`config.mk`:
```
export PLATFORM = sky130hd
export DESIGN_NAME = brownout_ctrl
export DESIGN_NICKNAME = d
export VERILOG_FILES = /design/src/rtl/brownout_ctrl.sv
export SDC_FILE = /design/constraint.sdc
export NUM_CORES = 1
export LEC_CHECK = 0
export ABC_AREA = 1
export CAP_MARGIN = 20
export CORE_MARGIN = 10
export CORE_UTILIZATION = 45
export CTS_CLUSTER_DIAMETER = 120
export CTS_CLUSTER_SIZE = 24
export DETAILED_ROUTE_END_ITERATION = 10
export GPL_TIMING_DRIVEN = 1
export PLACE_DENSITY = 0.8
export REMOVE_ABC_BUFFERS = 1
export SETUP_SLACK_MARGIN = 0.3
export SYNTH_ARGS = -nofsm -noshare
export SYNTH_HDL_FRONTEND = slang
export SYNTH_SLANG_ARGS = --single-unit
```
`constraint.sdc`:
```
create_clock -name sys_ck -period 3.8 [get_ports sys_ck]
set_clock_uncertainty 0.1 [all_clocks]
set_input_delay 0.76 -clock sys_ck [delete_from_list [all_inputs] [get_ports sys_ck]]
set_output_delay 0.76 -clock sys_ck [all_outputs]
set_load 0.05 [all_outputs]
```
`src/rtl/brownout_ctrl.sv`:
```
// Brownout detector controller: programs the detector, waits out its settling
// time, then tracks the synchronized supply-good flag and counts brownout events.
module brownout_ctrl #(
  parameter int SETTLE_CYC = 64
) (
  input  logic       sys_ck,
  input  logic       rst,
  input  logic       cfg_wr,
  input  logic       cfg_ena,
  input  logic [2:0] cfg_vtrip,
  input  logic [2:0] cfg_otrip,
  input  logic       cfg_short,
  input  logic       bo_good,
  input  logic       irq_clr,
  input  logic       cnt_clr,
  output logic       ena,
  output logic [2:0] vtrip,
  output logic [2:0] otrip,
  output logic       force_short_oneshot,
  output logic       ready,
  output logic       bo_active,
  output logic       irq,
  output logic [7:0] event_cnt
);

  typedef enum logic [1:0] {
    OFF     = 2'd0,
    SETTLE  = 2'd1,
    ARMED   = 2'd2,
    TRIPPED = 2'd3
  } state_t;

  localparam logic [11:0] SETTLE_LOAD = 12'(SETTLE_CYC - 1);

  state_t      state;
  logic [11:0] settle_cnt;
  logic        sync_1;
  logic        bo_good_s;
  logic        trip_event;

  // Synchronizer flops power up as "supply good" so reset never looks like a brownout.
  always_ff @(posedge sys_ck or posedge rst) begin
    if (rst) begin
      sync_1    <= 1'b1;
      bo_good_s <= 1'b1;
    end else begin
      sync_1    <= bo_good;
      bo_good_s <= sync_1;
    end
  end

  // A configuration write on the same edge pre-empts a trip.
  assign trip_event = (state == ARMED) && !bo_good_s && !cfg_wr;

  always_ff @(posedge sys_ck or posedge rst) begin
    if (rst) begin
      state               <= OFF;
      settle_cnt          <= '0;
      ena                 <= 1'b0;
      vtrip               <= '0;
      otrip               <= '0;
      force_short_oneshot <= 1'b0;
      ready               <= 1'b0;
      bo_active           <= 1'b0;
      irq                 <= 1'b0;
      event_cnt           <= '0;
    end else begin
      if (cfg_wr) begin
        vtrip               <= cfg_vtrip;
        otrip               <= cfg_otrip;
        force_short_oneshot <= cfg_short;
        ready               <= 1'b0;
        bo_active           <= 1'b0;
        ena                 <= cfg_ena;
        if (cfg_ena) begin
          state      <= SETTLE;
          settle_cnt <= SETTLE_LOAD;
        end else begin
          state      <= OFF;
        end
      end else begin
        case (state)
          SETTLE: begin
            if (settle_cnt == '0) begin
              state <= ARMED;
              ready <= 1'b1;
            end else begin
              settle_cnt <= settle_cnt - 12'd1;
            end
          end
          ARMED: begin
            if (!bo_good_s) begin
              state     <= TRIPPED;
              ready     <= 1'b0;
              bo_active <= 1'b1;
            end
          end
          TRIPPED: begin
            if (bo_good_s) begin
              state     <= ARMED;
              ready     <= 1'b1;
              bo_active <= 1'b0;
            end
          end
          default: begin
            ready     <= 1'b0;
            bo_active <= 1'b0;
            ena       <= 1'b0;
          end
        endcase
      end

      // A new event outranks a simultaneous clear, for both irq and counter.
      if (trip_event) begin
        irq <= 1'b1;
      end else if (irq_clr) begin
        irq <= 1'b0;
      end

      if (cnt_clr) begin
        event_cnt <= trip_event ? 8'd1 : 8'd0;
      end else if (trip_event && event_cnt != 8'hFF) begin
        event_cnt <= event_cnt + 8'd1;
      end
    end
  end

endmodule

```
Yosys cells after proc, flatten, opt, wreduce, memory -nomap -nowiden
Index checks and enable logic that the tools add are counted.
Storage, ports and cells
  memory bits (writable): 0
  output and inout bits: 19
  memories kept: 0
  bits of input ports: 14
  word-level logic and storage cells: 66
  bits in latches: 0
  bits in registers: 35
  memory bits (read-only): 0
Cells by class
  bitwise operators: 0
  shifts and indexed selects: 0
  $mul: 0
  div/mod/pow operators: 0
  magnitude comparators: 0
  eq/ne operators: 11
  add/subtract/negate cells: 2
  reductions and logical operators: 15
  mux-type cells: 26
Operators by type and width (number)
  $mux 12: 4
  $mux 8: 2
  $mux 1: 13
  $logic_not 12->1: 1
  $sub 12x1->12 const B: 1
  $ne 3x3->1 const B: 3
  $reduce_and 3->1: 3
  $add 8x1->8 const B: 1
  $mux 2: 4
  $ne 8x8->1 const B: 1
  $pmux 1 s3: 2
  $pmux 2 s3: 1
  $reduce_bool 2->1: 3
  $eq 2x2->1 const B: 2
  $ne 2x1->1 const B: 2
  $ne 2x2->1 const B: 2
  $reduce_and 4->1: 1
  $reduce_bool 4->1: 1
  $logic_and 1x1->1: 3
  $reduce_or 3->1: 1
  $eq 2x1->1 const B: 1
  $logic_not 1->1: 2

Logic depth before layout (Yosys ltp)
Gate-level depths: netlist of the first run.
  depth after elaboration: 6
  mapped depth: 9
  depth with buffers taken out: 9

Least setup slack after synthesis of the first run
No wires, ideal clock.
  path type: flip-flop to flip-flop
  from: register event_cnt[1]
  to: register event_cnt[5]
  path buffers: 0
  data required time: 3.634 ns
  arrival time: 1.708 ns
  path slack: 1.926 ns
  cell stages (with the launch flop): 10
  library setup time: 0.066 ns
  clock period less this slack: 1.874 ns
  path through: dfrtp_1 -> ha_1 -> nand2_1 -> nor2_4 -> nand3_1 -> nor2_2 -> nor2_4 -> nor2_4 -> nand2_1 -> nand2_1
Between the ends
  longest elaborated chain between the ends: 3
  elaborated cells on any way between the ends: 6
  classes of those cells: 1 x add/sub; 1 x eq/ne; 2 x mux; 2 x reduce/logical
Ends and longest elaborated chain
  from (decl): line 23  | output logic [7:0] event_cnt
  from (signal assigned): line 121  | event_cnt <= trip_event ? 8'd1 : 8'd0;
  from (signal assigned): line 123  | event_cnt <= event_cnt + 8'd1;
  $add 8x1->8 / $ne 8x8->1 (equally long branches): line 123, 122
  $mux 8 / $logic_and 1x1->1 (equally long branches): line 122  | end else if (trip_event && event_cnt != 8'hFF) begin
  $mux 8 / $reduce_bool 2->1 (equally long branches)
Parallel ways exist; a longest one is shown, timed or not. The select of a mux whose other input is x is not followed.
A chain may end at the register's enable or synchronous reset.

Worst setup path after layout of the first run
  from: input port cfg_wr
  to: register settle_cnt[8]
Between the ends
  longest elaborated chain between the ends: 2
  elaborated cells on any way between the ends: 5
  classes of those cells: 2 x eq/ne; 1 x mux; 2 x reduce/logical
Ends and longest elaborated chain
  from (decl): line 8  | input logic cfg_wr,
  $ne 2x1->1 (no source line), or another cell as far along
  $reduce_and 3->1 (no source line)
  to (signal assigned): line 88  | settle_cnt <= settle_cnt - 12'd1;
  to (decl): line 36  | logic [11:0] settle_cnt;
Parallel ways exist; a longest one is shown, timed or not.

==> flow_summary.ini, run 1 <==
[outcome]
outcome = finished clean

[clocking]
cts_tree = yes
cts_made_buffers = 5
cts.repair.resized = 0
cts.sinks = 35
cts_setup_buffers = 0
ctsHoldBuffers = 0
clk_latency_ns = 0.28
cts_root_buffer = clkbuf_8
clockBufferDepth = 2
clk_pin_slew_ns = 0.06
htreeDepth = 2

[yosys]
yosysTopAreaCell = dfrtp_1
syn_area_sq_um = 1930
yosysSeqAreaShare_pct = 45.4
ys_seq_elements = 35
postSynthCellCount = 260
avgSynthCellArea_sq_um = 7.44
synth_warnings = 0
yosysTopAreaCellShare_pct = 42.7
synthTopCellsByArea = dfrtp_1, nand2_1, nor2_1
synth_cell_types = 28

[timing]
finalSetupViolations = 0
fin_setup_tns_ns = 0
maxSlewHeadroom_pct = 65.6
min_period_over_period_pct = 66.2
clock.fmax_ghz = 0.398
drv_slew = 0
finalCriticalPeriod_ns = 2.51
tightest_slew_ns = 0.514
rsz0062_at_grt = no
hold_violations = 0

[layout]
fin_util_pct = 58.1
drive_gt1_share_pct = 7.80
fillers = 375
num-nets-final = 311
diodes = 0
layout_common_cells = nand2_1, dfrtp_1, clkdlybuf4s50_1, nor2_1, inv_1
syn2layout_area_growth_pct = 22.9
final_common_cell = nand2_1

[setup_path]
rr_startpoint = event_cnt[1]
cp.required_ns = 3.89
path_class = primary input to register
worstSetupEndpointType = register
crit_path_max_fanout = 23
startpoint_type = primary input
ff2ff_setup_slack_ns = 2.12
arrival_ns = 2.60
r2r-end = event_cnt[6]
reg2regPathDepth = 9

[power]
ir_drop_mv = 0.285
p_leak_uw = 0.00115
powerDensity_nw_per_um2 = 444

[die]
dieArea_sq_um = 7320
fp.dieW_um = 85.5
pin_count = 33
initial_core_util_pct = 47.3
rows = 23
core_sq_um = 4090
die_y_um = 85.5

[routing]
postRouteAntennaNets = 0
wl_mm = 4.09
first_pass_iters = 4
routedWlPerCell_um = 11.9
viasPerCell = 5.03
vias = 1737
drt_iter0_markers = 67
drc = 0

[global_routing]
grt_max_degree = 36
antenna_found_initial = 0
grt_usage_pct = 12.1
overflow = 0
grt_pass1_wl_mm = 7.56
grt_pass1_vias = 1783

[run]
maxCapViolations = 0

[min_path]
whs_path_depth = 0
min_from = sync_1
min_to = bo_good_s
min-delay-path-class = register to register

[place]
dp_hpwl_mm = 2.96
port-buffer-count = 32
gp_congestion = 0.861
## cell type report
| type | count | area, sq um | share of cell area [%] |
|---|---|---|---|
| Clock buffer | 8 | 100 | 4.21 |
| Multi-Input combinational cell | 191 | 898 | 37.8 |
| Tap cell | 50 | 62.6 | 2.63 |
| Sequential cell | 35 | 878 | 37.0 |
| Inverter | 27 | 101 | 4.27 |
| Timing Repair Buffer | 34 | 335 | 14.1 |
## Yosys cell counts, drive strengths merged
cell type  number
or2             4
nand4          11
and2            1
nand3          17
xor2            1
o21ai          20
nand2          93
nor3            2
inv            27
nor2           33
dfstp           2
ha              3
buf             5
o21bai          3
a21oi           3
dfrtp          33
clkbuf          2
## critical path, stage by stage
cell and delay (ns):
clkdlybuf4s50_1 0.40, buf_4 0.19, inv_2 0.30, nand2_1 0.16
o21ai_0 0.25, nand2_2 0.28, o21ai_0 0.26
## worst max-delay path by stage
stage / startpoint / to / slack, ns / cells after the start
global placement: cfg_wr / settle_cnt[11] / 1.15 / 8
floorplan: event_cnt[1] / event_cnt[4] / 1.92 / 9
CTS: event_cnt[4] / event_cnt[4] / 1.31 / 1
finish: cfg_wr / settle_cnt[8] / 1.29 / 7
detailed placement: cfg_wr / settle_cnt[8] / 1.04 / 7
global route: cfg_wr / settle_cnt[11] / 1.11 / 8
## metal layers
layer	vias up	global-route usage (%)	wire, um
li1	890	-	-
met1	790	13.4	1820
met2	51	20.3	1910
met3	6	5.96	323
met4	0	2.99	33
met5	-	0	0
## registers in the layout, summed over array words and instances, names as in the netlist
register and count:
settle_cnt 12, sync_1 1, event_cnt 8, ena 1, otrip 3, state 2, force_short_oneshot 1, ready 1
vtrip 3, bo_good_s 1, bo_active 1, irq 1
## kinds of logic after synthesis
logic type / after synthesis / share of synthesized area, %
buf+inv: 34 / 8.09
flops: 35 / 45.4
xor+xnor: 1 / 0.453
fa+ha+maj: 3 / 1.94
simple gates: 161 / 36.8
compound gates: 26 / 7.31
## power breakdown
group          internal (uW)  leakage (uW)  total, uW  switching (uW)
registers                421      0.000448        465            44.4
logic                    105      0.000647        302             196
clock network            165     0.0000515        289             123
total                    691       0.00115       1060             364
## metrics by stage
| stage | std cells | setup slack (ns) | hold slack [ns] | instance area [sq um] | power [uW] |
|---|---|---|---|---|---|
| 2_1_floorplan | 253 | 1.92 | 0.245 | 1880 | 683 |
| 3_3_place_gp | 337 | 1.15 | 0.245 | 2280 | 767 |
| 3_5_place_dp | 337 | 1.04 | 0.248 | 2280 | 774 |
| 4_1_cts | 345 | 1.31 | 0.257 | 2380 | 1070 |
| 5_1_grt | 345 | 1.11 | 0.260 | 2380 | 1140 |
| 6_report | 345 | 1.29 | 0.256 | 2380 | 1060 |
No activity file was read; power rests on OpenSTA's default activity.
==> run 2, diff against run 1 <==
--- a/config.mk
+++ b/config.mk
@@ -13,7 +13,7 @@
 export CTS_CLUSTER_SIZE = 24
 export DETAILED_ROUTE_END_ITERATION = 10
 export GPL_TIMING_DRIVEN = 1
-export PLACE_DENSITY = 0.8
+export PLACE_DENSITY = 0.82
 export REMOVE_ABC_BUFFERS = 1
 export SETUP_SLACK_MARGIN = 0.3
 export SYNTH_ARGS = -nofsm -noshare
==> constraint.sdc (replaced) <==
create_clock -name sys_ck -period 2.1 [get_ports sys_ck]
set_clock_uncertainty 0.1 [all_clocks]
set_input_delay 0.42 -clock sys_ck [delete_from_list [all_inputs] [get_ports sys_ck]]
set_output_delay 0.42 -clock sys_ck [all_outputs]
set_load 0.05 [all_outputs]
==> run 2 against run 1 <==
Global-route usage grew 0.076 points. Non-clock buffer count grew 2. Wire length grew 6.9%. Critical endpoint is now event_cnt[1]. Highest routed layer unchanged. Largest cell class unchanged. Largest power group unchanged.
==> flow_summary.ini, run 2 (synthesized netlist as in run 1, its figures left out) <==
[outcome]
outcome = finished clean

[timing]
fin_setup_tns_ns = 0
min_period_over_period_pct = 83.6
tightest_slew_ns = 0.516
clock.fmax_ghz = 0.570
finalSetupViolations = 0
maxSlewHeadroom_pct = 65.8
hold_violations = 0
drv_slew = 0
finalCriticalPeriod_ns = 1.75
rsz0062_at_grt = no

[power]
p_leak_uw = 0.00121
power_uw = 1860
ir_drop_mv = 0.565
powerDensity_nw_per_um2 = 785

[place]
dp_hpwl_mm = 3.14
dpl_cell_area_sq_um = 2290
port-buffer-count = 32
gp_congestion = 0.876

[layout]
fillers = 369
syn2layout_area_growth_pct = 22.9
fin_util_pct = 58.1
layout_common_cells = nand2_1, dfrtp_1, nor2_1, inv_1, o21ai_0
stdcell_area_sq_um = 2380
diodes = 0
largest-register = settle_cnt
num-nets-final = 313
final_common_cell = nand2_1
largest_register_ff_count = 12
top_regs = settle_cnt (12), event_cnt (8)
drive_gt1_share_pct = 10.4

[run]
maxCapViolations = 0

[setup_path]
critical_path_buf_inv_count = 1
path_depth = 1
worstSetupEndpointType = primary output
crit_chain = dlygate4sd2_1
r2r-end = event_cnt[4]
ff2ff_setup_slack_ns = 0.43
rr_startpoint = event_cnt[1]
cpLargestDelayFamily = buffers and inverters
startpoint_type = register
path_class = register to primary output
cp_slowest_cell = dlygate4sd2_1
reg2regPathDepth = 9
cp.required_ns = 1.58
max_stage_delay_ns = 0.55
crit_path_max_fanout = 4
arrival_ns = 1.23

[routing]
first_pass_iters = 4
drc = 0
drt_iter0_markers = 132
vias = 1748
viasPerCell = 5.04
routedWlPerCell_um = 12.6
postRouteAntennaNets = 0
wl_mm = 4.37

[clocking]
cts.sinks = 35
cts_tree = yes
clockBufferDepth = 2
clk_latency_ns = 0.29
clk_pin_slew_ns = 0.07
cts_root_buffer = clkbuf_8
cts_made_buffers = 5
htreeDepth = 2
ctsHoldBuffers = 0

[global_routing]
grt_pass1_vias = 1722
grt_max_degree = 29
grt_pass1_wl_mm = 7.62
grt_usage_pct = 12.2
antenna_found_initial = 0
overflow = 0

[min_path]
whs_path_depth = 0
min_from = sync_1
min-delay-path-class = register to register
min_to = bo_good_s

[die]
pin_count = 33
dieArea_sq_um = 7320
fp.dieW_um = 85.5
core_sq_um = 4090
initial_core_util_pct = 47.3
rows = 23
die_y_um = 85.5
## run 2: repair_timing
action / in CTS / in global routing
buffers inserted: 0 / 0
setup endpoints to repair: 15 / 19
pin swaps: 0 / 2
resized for setup: 15 / 6
## run 2: worst register-to-register path, delay by kind of cell (launching register included)
family	cells	cell delay, ns
AND/OR/NAND/NOR	8	0.94
flip-flops	1	0.40
adder cells (fa/ha/maj)	1	0.18
## run 2: stage by stage
stage | hold WS (ns) | cells | setup WS [ns]
3_3_place_gp | 0.245 | 339 | 0.168
3_5_place_dp | 0.250 | 339 | 0.0956
2_1_floorplan | 0.245 | 253 | 0.223
6_report | 0.259 | 347 | 0.345
4_1_cts | 0.261 | 347 | 0.319
5_1_grt | 0.263 | 347 | 0.268
## run 2: area by class of cell
| cell class | count | area, sq um | area share [%] |
|---|---|---|---|
| Clock inverter | 3 | 15.0 | 0.632 |
| Tap cell | 50 | 62.6 | 2.63 |
| Inverter | 27 | 101 | 4.27 |
| Sequential cell | 35 | 878 | 37.0 |
| Clock buffer | 5 | 68.8 | 2.90 |
| Multi-Input combinational cell | 191 | 913 | 38.4 |
| Timing Repair Buffer | 36 | 337 | 14.2 |
## run 2: power breakdown
part / total (uW) / internal (uW) / switching (uW)
Sequential: 838 / 760 / 77.5
Combinational: 552 / 182 / 370
Clock: 475 / 227 / 248
## run 2: worst max-delay path by stage
| stage | from | to |
|---|---|---|
| global route | settle_cnt[0] | settle_cnt[2] |
| global placement | cfg_wr | settle_cnt[2] |
| finish | event_cnt[1] | event_cnt[1] |
| floorplan | event_cnt[1] | event_cnt[4] |
| detailed placement | cfg_wr | settle_cnt[2] |
| CTS | event_cnt[6] | event_cnt[6] |
## run 2: routing by layer
layer / share of wire, % / vias to the layer above / global-route usage (%)
li1: - / 894 / -
met1: 43 / 799 / 13.6
met2: 47 / 48 / 20.7
met3: 8.8 / 7 / 5.01
met4: 1.2 / 0 / 3.59
met5: 0 / - / 0
==> run 3, diff against run 2 <==
==> constraint.sdc (replaced) <==
create_clock -name sys_ck -period 1.4 [get_ports sys_ck]
set_clock_uncertainty 0.1 [all_clocks]
set_input_delay 0.28 -clock sys_ck [delete_from_list [all_inputs] [get_ports sys_ck]]
set_output_delay 0.28 -clock sys_ck [all_outputs]
set_load 0.05 [all_outputs]
==> run 3 against run 2 <==
The flow now finishes with violations (setup timing). Total power rose by 93%. Flip-flop and latch count unchanged. Setup slack got worse by 0.52 ns. Clock power increased by 71%. Design area grew 36%. Critical path depth rose by 4. First-iteration DRC count fell by 3.8%. Cell count is 16% higher. Via count grew 21%. Critical path type is now register to register. Largest cell class unchanged. Highest routed layer unchanged.
==> flow_summary.ini, run 3 (synthesized netlist as in run 1, its figures left out) <==
[global_routing]
grt_usage_pct = 15.6
grt_pass1_wl_mm = 9.58
antenna_found_initial = 0
grt_max_degree = 36
grt_pass1_vias = 2145
overflow = 0

[layout]
drive_gt1_share_pct = 38.7
largest_register_ff_count = 12
largest-register = settle_cnt
top_regs = settle_cnt (12), event_cnt (8)
final_common_cell = nand2_1
syn2layout_area_growth_pct = 67.5
ff_latch_area_sq_um = 882
diodes = 0
fillers = 237
num-nets-final = 370
layout_common_cells = nand2_1, buf_4, dfrtp_1, buf_12, inv_1
multi_input_area_sq_um = 1080

[clocking]
clk_pin_slew_ns = 0.07
cts_tree = yes
ctsHoldBuffers = 0
clockBufferDepth = 2
cts.sinks = 35
htreeDepth = 2
clk_latency_ns = 0.29
cts_root_buffer = clkbuf_8
cts_made_buffers = 5

[timing]
maxSlewHeadroom_pct = 60.9
hold_violations = 0
whs_ns = 0.242
tightest_slew_ns = 0.586
min_period_over_period_pct = 112
clock.fmax_ghz = 0.637
finalSetupViolations = 25
finalCriticalPeriod_ns = 1.57
rsz0062_at_grt = yes
drv_slew = 0
timing.final.ws_setup_ns = -0.171

[routing]
routedWlPerCell_um = 15.2
first_pass_iters = 4
drc = 0
vias = 2109
wl_mm = 6.14
postRouteAntennaNets = 0
drt_iter0_markers = 127
viasPerCell = 5.22

[setup_path]
crit_path_max_fanout = 6
reg2regPathDepth = 5
cp.required_ns = 1.46
startpoint_type = register
r2r-end = settle_cnt[7]
ff2ff_setup_slack_ns = -0.17
path_class = register to register
crit_start = state[0]
rr_startpoint = state[0]
arrival_ns = 1.64
cp-endpoint = settle_cnt[7]
worstSetupEndpointType = register

[place]
gp_congestion = 0.889
dp_hpwl_mm = 3.64
port-buffer-count = 32
pre_cts_ws_ns = -0.444

[power]
ir_drop_mv = 1.07
powerDensity_nw_per_um2 = 1110
p_leak_uw = 0.00157

[die]
pin_count = 33
core_sq_um = 4090
dieArea_sq_um = 7320
die_y_um = 85.5
initial_core_util_pct = 47.3
rows = 23
fp.dieW_um = 85.5

[min_path]
min-delay-path-class = primary input to asynchronous set/reset pin

[run]
maxCapViolations = 0

[outcome]
violations = setup timing
outcome = finished, violations left
run 3: changes by cell type in the layout (fill, tap and decap cells not counted), moves of 5 or more:
cell and change:
buf_12 +19, buf_4 +38, buf_6 +13, dlygate4sd2_1 -12, inv_1 -6, inv_2 +6
nand2_1 -6, nand2_2 +5, nor2_1 -12, nor2_2 +10, o21ai_0 -6
run 3: worst max-delay path, cell delays in order, from the launching register on:
cell and delay, ns:
dfrtp_1 0.43, nand2_2 0.10, o21ai_2 0.48, nand2_4 0.16
nand2_1 0.10, o21ai_0 0.08
run 3: repair_timing:
item                                   in CTS  in global routing
buffers inserted                           17                  5
gates resized for setup                    35                 35
pin swaps                                  15                 18
setup endpoints to repair                  48                 44
cloned                                      0                  2
endpoints found under the hold margin       0                  0
run 3: routing by layer:
layer / global-route usage (%) / share of wire (%) / up-vias
met3: 5.68 / 6.9 / 21
met2: 27.7 / 52 / 86
met5: 0 / 0 / -
met1: 15.9 / 37 / 986
met4: 7.34 / 3.8 / 0
li1: - / - / 1016
run 3: through the flow:
step / setup TNS [ns] / utilization [%] / cells / power, uW / cell area, sq um
5_1_grt: -4.39 / 79.2 / 404 / 3800 / 3240
3_3_place_gp: -7.97 / 67.1 / 372 / 2400 / 2740
4_1_cts: -2.91 / 75.0 / 397 / 3340 / 3070
6_report: -2.93 / 79.2 / 404 / 3600 / 3240
3_5_place_dp: -9.76 / 67.1 / 372 / 2440 / 2740
2_1_floorplan: -3.88 / - / 253 / 1850 / 1880
run 3: power by group:
group          leakage, uW  total [uW]  internal, uW  switching (uW)
Sequential        0.000443        1280          1140             137
Combinational      0.00107        1510           699             811
Clock            0.0000515         812           449             363
run 3: how the worst min path moves through the flow:
stage                         end  startpoint  cells after the start
finish              settle_cnt[4]         rst                      3
global route            bo_good_s      sync_1                      0
CTS                  event_cnt[5]         rst                      3
detailed placement      bo_good_s      sync_1                      0
global placement        bo_good_s      sync_1                      0
floorplan                  sync_1     bo_good                      0
run 3: area by class of cell:
type | instances | share of cell area [%]
clock buffer | 8 | 3.09
timing repair buffer | 91 | 31.3
inverter | 27 | 3.13
tap | 50 | 1.93
sequential | 35 | 27.2
multi-input combinational | 193 | 33.3
==> edit 1, RTL diff (config.mk and constraints of run 1) <==
Change the parameter `SETTLE_CYC` from 64 to 48.
--- a/src/rtl/brownout_ctrl.sv
+++ b/src/rtl/brownout_ctrl.sv
@@ -2,5 +2,5 @@
 // time, then tracks the synchronized supply-good flag and counts brownout events.
 module brownout_ctrl #(
-  parameter int SETTLE_CYC = 64
+  parameter int SETTLE_CYC = 48
 ) (
   input  logic       sys_ck,
Behaviour: no difference found for any inputs over 10 cycles, from zero or initial values and one cycle with rst high; that may be too few to reach the edited logic, so the function may still have changed.
==> edit 1 against run 1 <==
Worst setup slack better by 0.020 ns; sequential cell count unchanged; highest routed layer unchanged; synthesized area down 1.4%; total power down 1.5%; largest power group unchanged; wire length down 0.54%; final cell count down 0.58%; cell area down 1.3%; fmax up 0.80%; critical path depth down 6.
==> edit 1: results (changes against run 1) <==
Route
  – Total wire length: 4.07 mm (-0.54%)
  – Vias: 1,705 (-1.8%)
  – DRT iter0 DRCs: 112 (+67%)
  – WL/cell: 11.9 µm (about the same)
  – Met2 routed WL: 1.92 mm (+0.42%)
  – Met3 Wirelength: 304 µm (-5.9%)

Power
  – Leakage: 1.14 nW (-0.44%)
  – VDD IR max: 215 µV (-25%)
  – Cell-internal power: 0.660 mW (-4.6%)

Final layout
  – Top Registers: settle_cnt: 12 flops, event_cnt: 8 flops
  – Final nets: 309 (-0.64%)
  – Filler Cell Count: 377 (+0.53%)
  – Share of post-route cells with drive strength above 1: 0.0853 (+0.00736)
  – Finished Cell Area: 0.00234 mm² (-1.3%)

STA
  – Final worst slack: 1.31 ns (+0.0199 ns)
  – Worst slew margin: 0.655 (-0.000799)
  – Hold Slack: 0.258 ns (+0.00206 ns)

Critical path
  – Critical R2R Capture: settle_cnt[5]$_DFFE_PP0P_
  – FF-to-FF path depth: 8 (-1)
  – Worst flop-to-flop path startpoint: settle_cnt[5]$_DFFE_PP0P_
  – Crit path DAT: 1.63 ns (-0.97 ns)
  – Critical Path End: event_cnt[4]
  – CP startpoint: event_cnt[4]$_DFFE_PP0P_
  – CP Max Fanout: 9 (-61%)

Run status
  – Status: completed

GRT
  – GRT met2 Usage: 0.204 (+0.000681)
  – Met3 GRT Util: 0.0554 (-0.00415)
  – Met1 Use GR: 0.127 (-0.00654)
  – First-pass GRT wire length: 7.35 mm (-2.7%)

Placement
  – Placer Congestion: 0.843 (-2.1%)
  – DP Wirelength: 2.96 mm (-0.13%)
  – Cell count after placement: 335 (-0.59%)

Yosys
  – Cell variety after synth: 25 (-11%)
  – Sequential element share of the synthesized area: 0.461 (+0.00626)
  – Most frequent cells after synthesis: nand2_1, dfrtp_1, nor2_1, inv_1, nand3_1

Min path
  – Hold path start: sync_1$_DFF_PP1_
## edit 1: logic make-up after synthesis
| logic type | after synthesis | synth area share |
|---|---|---|
| AND/OR/NAND/NOR | 163 | 0.368 |
| flip-flops | 35 | 0.461 |
| buffers and inverters | 32 | 0.0728 |
| AO/OA/AOI/OAI | 23 | 0.0741 |
| adder cells (fa/ha/maj) | 3 | 0.0197 |
| XOR/XNOR | 1 | 0.00459 |
## edit 1: cell type report
class / instances / area share
flip-flops and latches: 35 / 0.375
clock buffers: 7 / 0.0326
multi-input cells: 190 / 0.379
well taps: 50 / 0.0267
clock inverters: 1 / 0.00213
repair buffers: 34 / 0.143
inverters: 26 / 0.0416
## edit 1: power by group through the flow
stage	clock network [mW]	logic [mW]	registers (mW)
after floorplan	0	0.184	0.511
after global placement	0	0.311	0.470
after detailed placement	0	0.317	0.472
after CTS	0.268	0.320	0.466
after global routing	0.286	0.360	0.474
final	0.256	0.317	0.466
==> edit 2, RTL diff (settings of run 1) <==
Made on the original files. Put one more register stage on the output `event_cnt`. The value now appears one clock later. The other outputs are not delayed to match.
--- a/src/rtl/brownout_ctrl.sv
+++ b/src/rtl/brownout_ctrl.sv
@@ -33,4 +33,6 @@
   localparam logic [11:0] SETTLE_LOAD = 12'(SETTLE_CYC - 1);
 
+  logic [7:0] event_cnt_s0;
+
   state_t      state;
   logic [11:0] settle_cnt;
@@ -64,5 +66,5 @@
       bo_active           <= 1'b0;
       irq                 <= 1'b0;
-      event_cnt           <= '0;
+      event_cnt_s0        <= '0;
     end else begin
       if (cfg_wr) begin
@@ -119,11 +121,15 @@
 
       if (cnt_clr) begin
-        event_cnt <= trip_event ? 8'd1 : 8'd0;
-      end else if (trip_event && event_cnt != 8'hFF) begin
-        event_cnt <= event_cnt + 8'd1;
+        event_cnt_s0 <= trip_event ? 8'd1 : 8'd0;
+      end else if (trip_event && event_cnt_s0 != 8'hFF) begin
+        event_cnt_s0 <= event_cnt_s0 + 8'd1;
       end
     end
   end
 
+  always_ff @(posedge sys_ck) begin
+    event_cnt <= event_cnt_s0;
+  end
+
 endmodule
 
Formal check against the unedited RTL: same outputs for any inputs over 10 cycles, from zero or initial values and one cycle with rst high; that may be too few to reach the edited logic, so the function may still have changed.
==> edit 2 against run 1 <==
Fmax fell by 0.35%; global-route usage shrank 0.096 points; worst setup slack worse by 0.0088 ns; sequential cell count is 8 higher; synthesized area up 6.8%; wire length rose by 7.3%; non-clock buffer count decreased by 1; highest routed layer unchanged; critical endpoint is now settle_cnt[5]$_DFFE_PP0P_; total power increased by 8.5%; sequential share of layout area rose by 4.2 points; cell area increased by 6.1%; clock power is 2% higher.
==> edit 2: results (changes against run 1) <==
Yosys
  – Yosys Warn Count: 0 (unchanged)
  – Mux share of post-synthesis cell area: 0 (unchanged)
  – Prevailing post-synth register cell: dfrtp_1
  – Sequential element share of the synthesized area: 0.503 (+0.0487)
  – Post-synthesis adder-cell area fraction: 0.0182 (-0.00124)
  – Cell variety after synth: 30 (+7.1%)
  – Most frequent cells after synthesis: nand2_1, dfrtp_1, inv_1, nor2_1, nand3_1
  – Largest family of logic cells by synthesized area: simple AND/OR/NAND/NOR gates
  – Ys async rst share: 0.814 (-0.186)
  – Compound-Gate Fraction of Synth Area: 0.0752 (+0.00201)
  – Synth Area in XOR/XNOR: 0.00848 (+0.00395)
  – Synth top area cells: dfrtp_1, nand2_1, dfxtp_1, nand3_1, inv_1

Placement
  – Placer Congestion: 0.868 (+0.79%)
  – DP Wirelength: 3.14 mm (+6.0%)
  – Port-buffer cells: 32 (unchanged)
  – Pre-CTS setup slack: 0.982 ns (-0.0527 ns)

Critical path
  – CP peak stage delay: 0.63 ns (+0.23 ns)
  – Crit path max-delay family: buffers and inverters
  – Crit path DAT: 2.64 ns (+0.04 ns)
  – Slowest-stage cell, CP: clkdlybuf4s50_1
  – CP Max Fanout: 22 (-4.3%)

GRT
  – Initial antenna violation count: 0 (unchanged)
  – First-pass GRT wire length: 7.64 mm (+1.1%)
  – Largest net degree at the start of global routing: 36 (unchanged)
  – Vias in the first global route: 1,680 (-5.8%)
  – Total track usage: 0.120 (-0.000957)

Power
  – Cell-internal power: 0.752 mW (+8.8%)
  – VDD IR max: 324 µV (+14%)
  – Leakage: 1.18 nW (+3.3%)

Clocking
  – Clock Path Buffers: 2 (unchanged)
  – Total CTS buffers: 5 (unchanged)
  – CTS Root Cell: clkbuf_8
  – Clk pin slew, worst setup/hold paths: 0.08 ns (+0.02 ns)
  – H-tree levels: 2 (unchanged)
  – Post-CTS Setup Repair Bufs: 0 (unchanged)
  – Worst-Skew Late Latency: 0.29 ns
  – Post_cts resized: 0 (unchanged)

Final layout
  – Filler Cell Count: 403 (+7.5%)
  – Share of post-route cells with drive strength above 1: 0.0839 (+0.00593)
  – Final nets: 314 (+0.96%)
  – Antenna cells: 0 (unchanged)
  – Top Registers: settle_cnt: 12 flops, event_cnt: 8 flops, event_cnt_s0: 8 flops

Route
  – DR pass1 iterations: 4 (unchanged)
  – Vias: 1,759 (+1.3%)
  – Total wire length: 4.39 mm (+7.3%)
  – DRT iter0 DRCs: 95 (+42%)

Min path
  – HP Class: register to register

Run status
  – Status: completed

STA
  – Worst slew margin: 0.655 (-0.000931)
## edit 2: cell types whose count changed after synthesis, sizes merged, moves of 2 or more
cell,before,now
buf,5,3
dfxtp,0,8
inv,27,29
nand2,93,86
nand3,17,25
nand4,11,7
o21ai,20,22
or2,4,1
## edit 2: stage by stage
| step | utilization | area (µm²) | cells |
|---|---|---|---|
| global placement | 0.554 | 2430 | 342 |
| detailed placement | 0.554 | 2430 | 342 |
| global route | 0.575 | 2520 | 350 |
| CTS | 0.575 | 2520 | 350 |
| finish | 0.575 | 2520 | 350 |
| floorplan | - | 2040 | 257 |
## edit 2: layer usage
layer | up-vias | global-route usage | wire [µm]
li1 | 900 | - | -
met1 | 812 | 0.148 | 2010
met2 | 37 | 0.193 | 2070
met3 | 10 | 0.0269 | 214
met4 | 0 | 0.0594 | 93
met5 | - | 0 | 0
## edit 2: worst paths after layout
| path | from | end | slack [ns] | cells past startpoint |
|---|---|---|---|---|
| max in group asynchronous | rst | bo_good_s$_DFF_PP1_ | 2.51 | 3 |
| max reg2reg | settle_cnt[0]$_DFFE_PP0P_ | settle_cnt[5]$_DFFE_PP0P_ | 2.10 | 9 |
| max | cfg_wr | settle_cnt[5]$_DFFE_PP0P_ | 1.28 | 8 |
| min in group asynchronous | rst | ready$_DFFE_PP0P_ | 0.76 | 3 |
| min | sync_1$_DFF_PP1_ | bo_good_s$_DFF_PP1_ | 0.26 | 0 |
| min reg2reg | sync_1$_DFF_PP1_ | bo_good_s$_DFF_PP1_ | 0.26 | 0 |
## edit 2: worst register-to-register path: stages, from the launching register on
cell and delay (ns):
dfrtp_1 0.39, inv_1 0.19, ha_1 0.22, nand2_1 0.06
nor2_1 0.09, nand3_1 0.10, nand2_1 0.18, nand2_2 0.12
nand2_1 0.08, o21ai_1 0.06
## edit 2: cells by family (layout without fill, tap and decap cells)
| group | count (synthesis) | after routing |
|---|---|---|
| AOI/OAI and AO/OA | 27 | 27 |
| and+or+nand+nor | 153 | 153 |
| buffers and inverters | 33 | 70 |
| adders and majority gates | 3 | 3 |
| DFF | 43 | 43 |
| xor gates and xnor gates | 2 | 2 |
## edit 2: layout make-up
cell class | instances | area [µm²] | area share
clock buffer | 7 | 86.3 | 0.0342
clock inverter | 1 | 5.00 | 0.00199
inverter | 29 | 109 | 0.0432
multi-input combinational | 185 | 890 | 0.353
sequential | 43 | 1040 | 0.412
tap | 52 | 65.1 | 0.0258
timing repair buffer | 33 | 328 | 0.130
## edit 2: power by group through the flow
stage / Clock [mW] / Combinational (mW) / Sequential (mW)
after detailed placement: 0 / 0.301 / 0.554
after floorplan: 0 / 0.172 / 0.594
final: 0.294 / 0.305 / 0.547
after global routing: 0.320 / 0.344 / 0.553
after CTS: 0.306 / 0.308 / 0.546
after global placement: 0 / 0.296 / 0.554
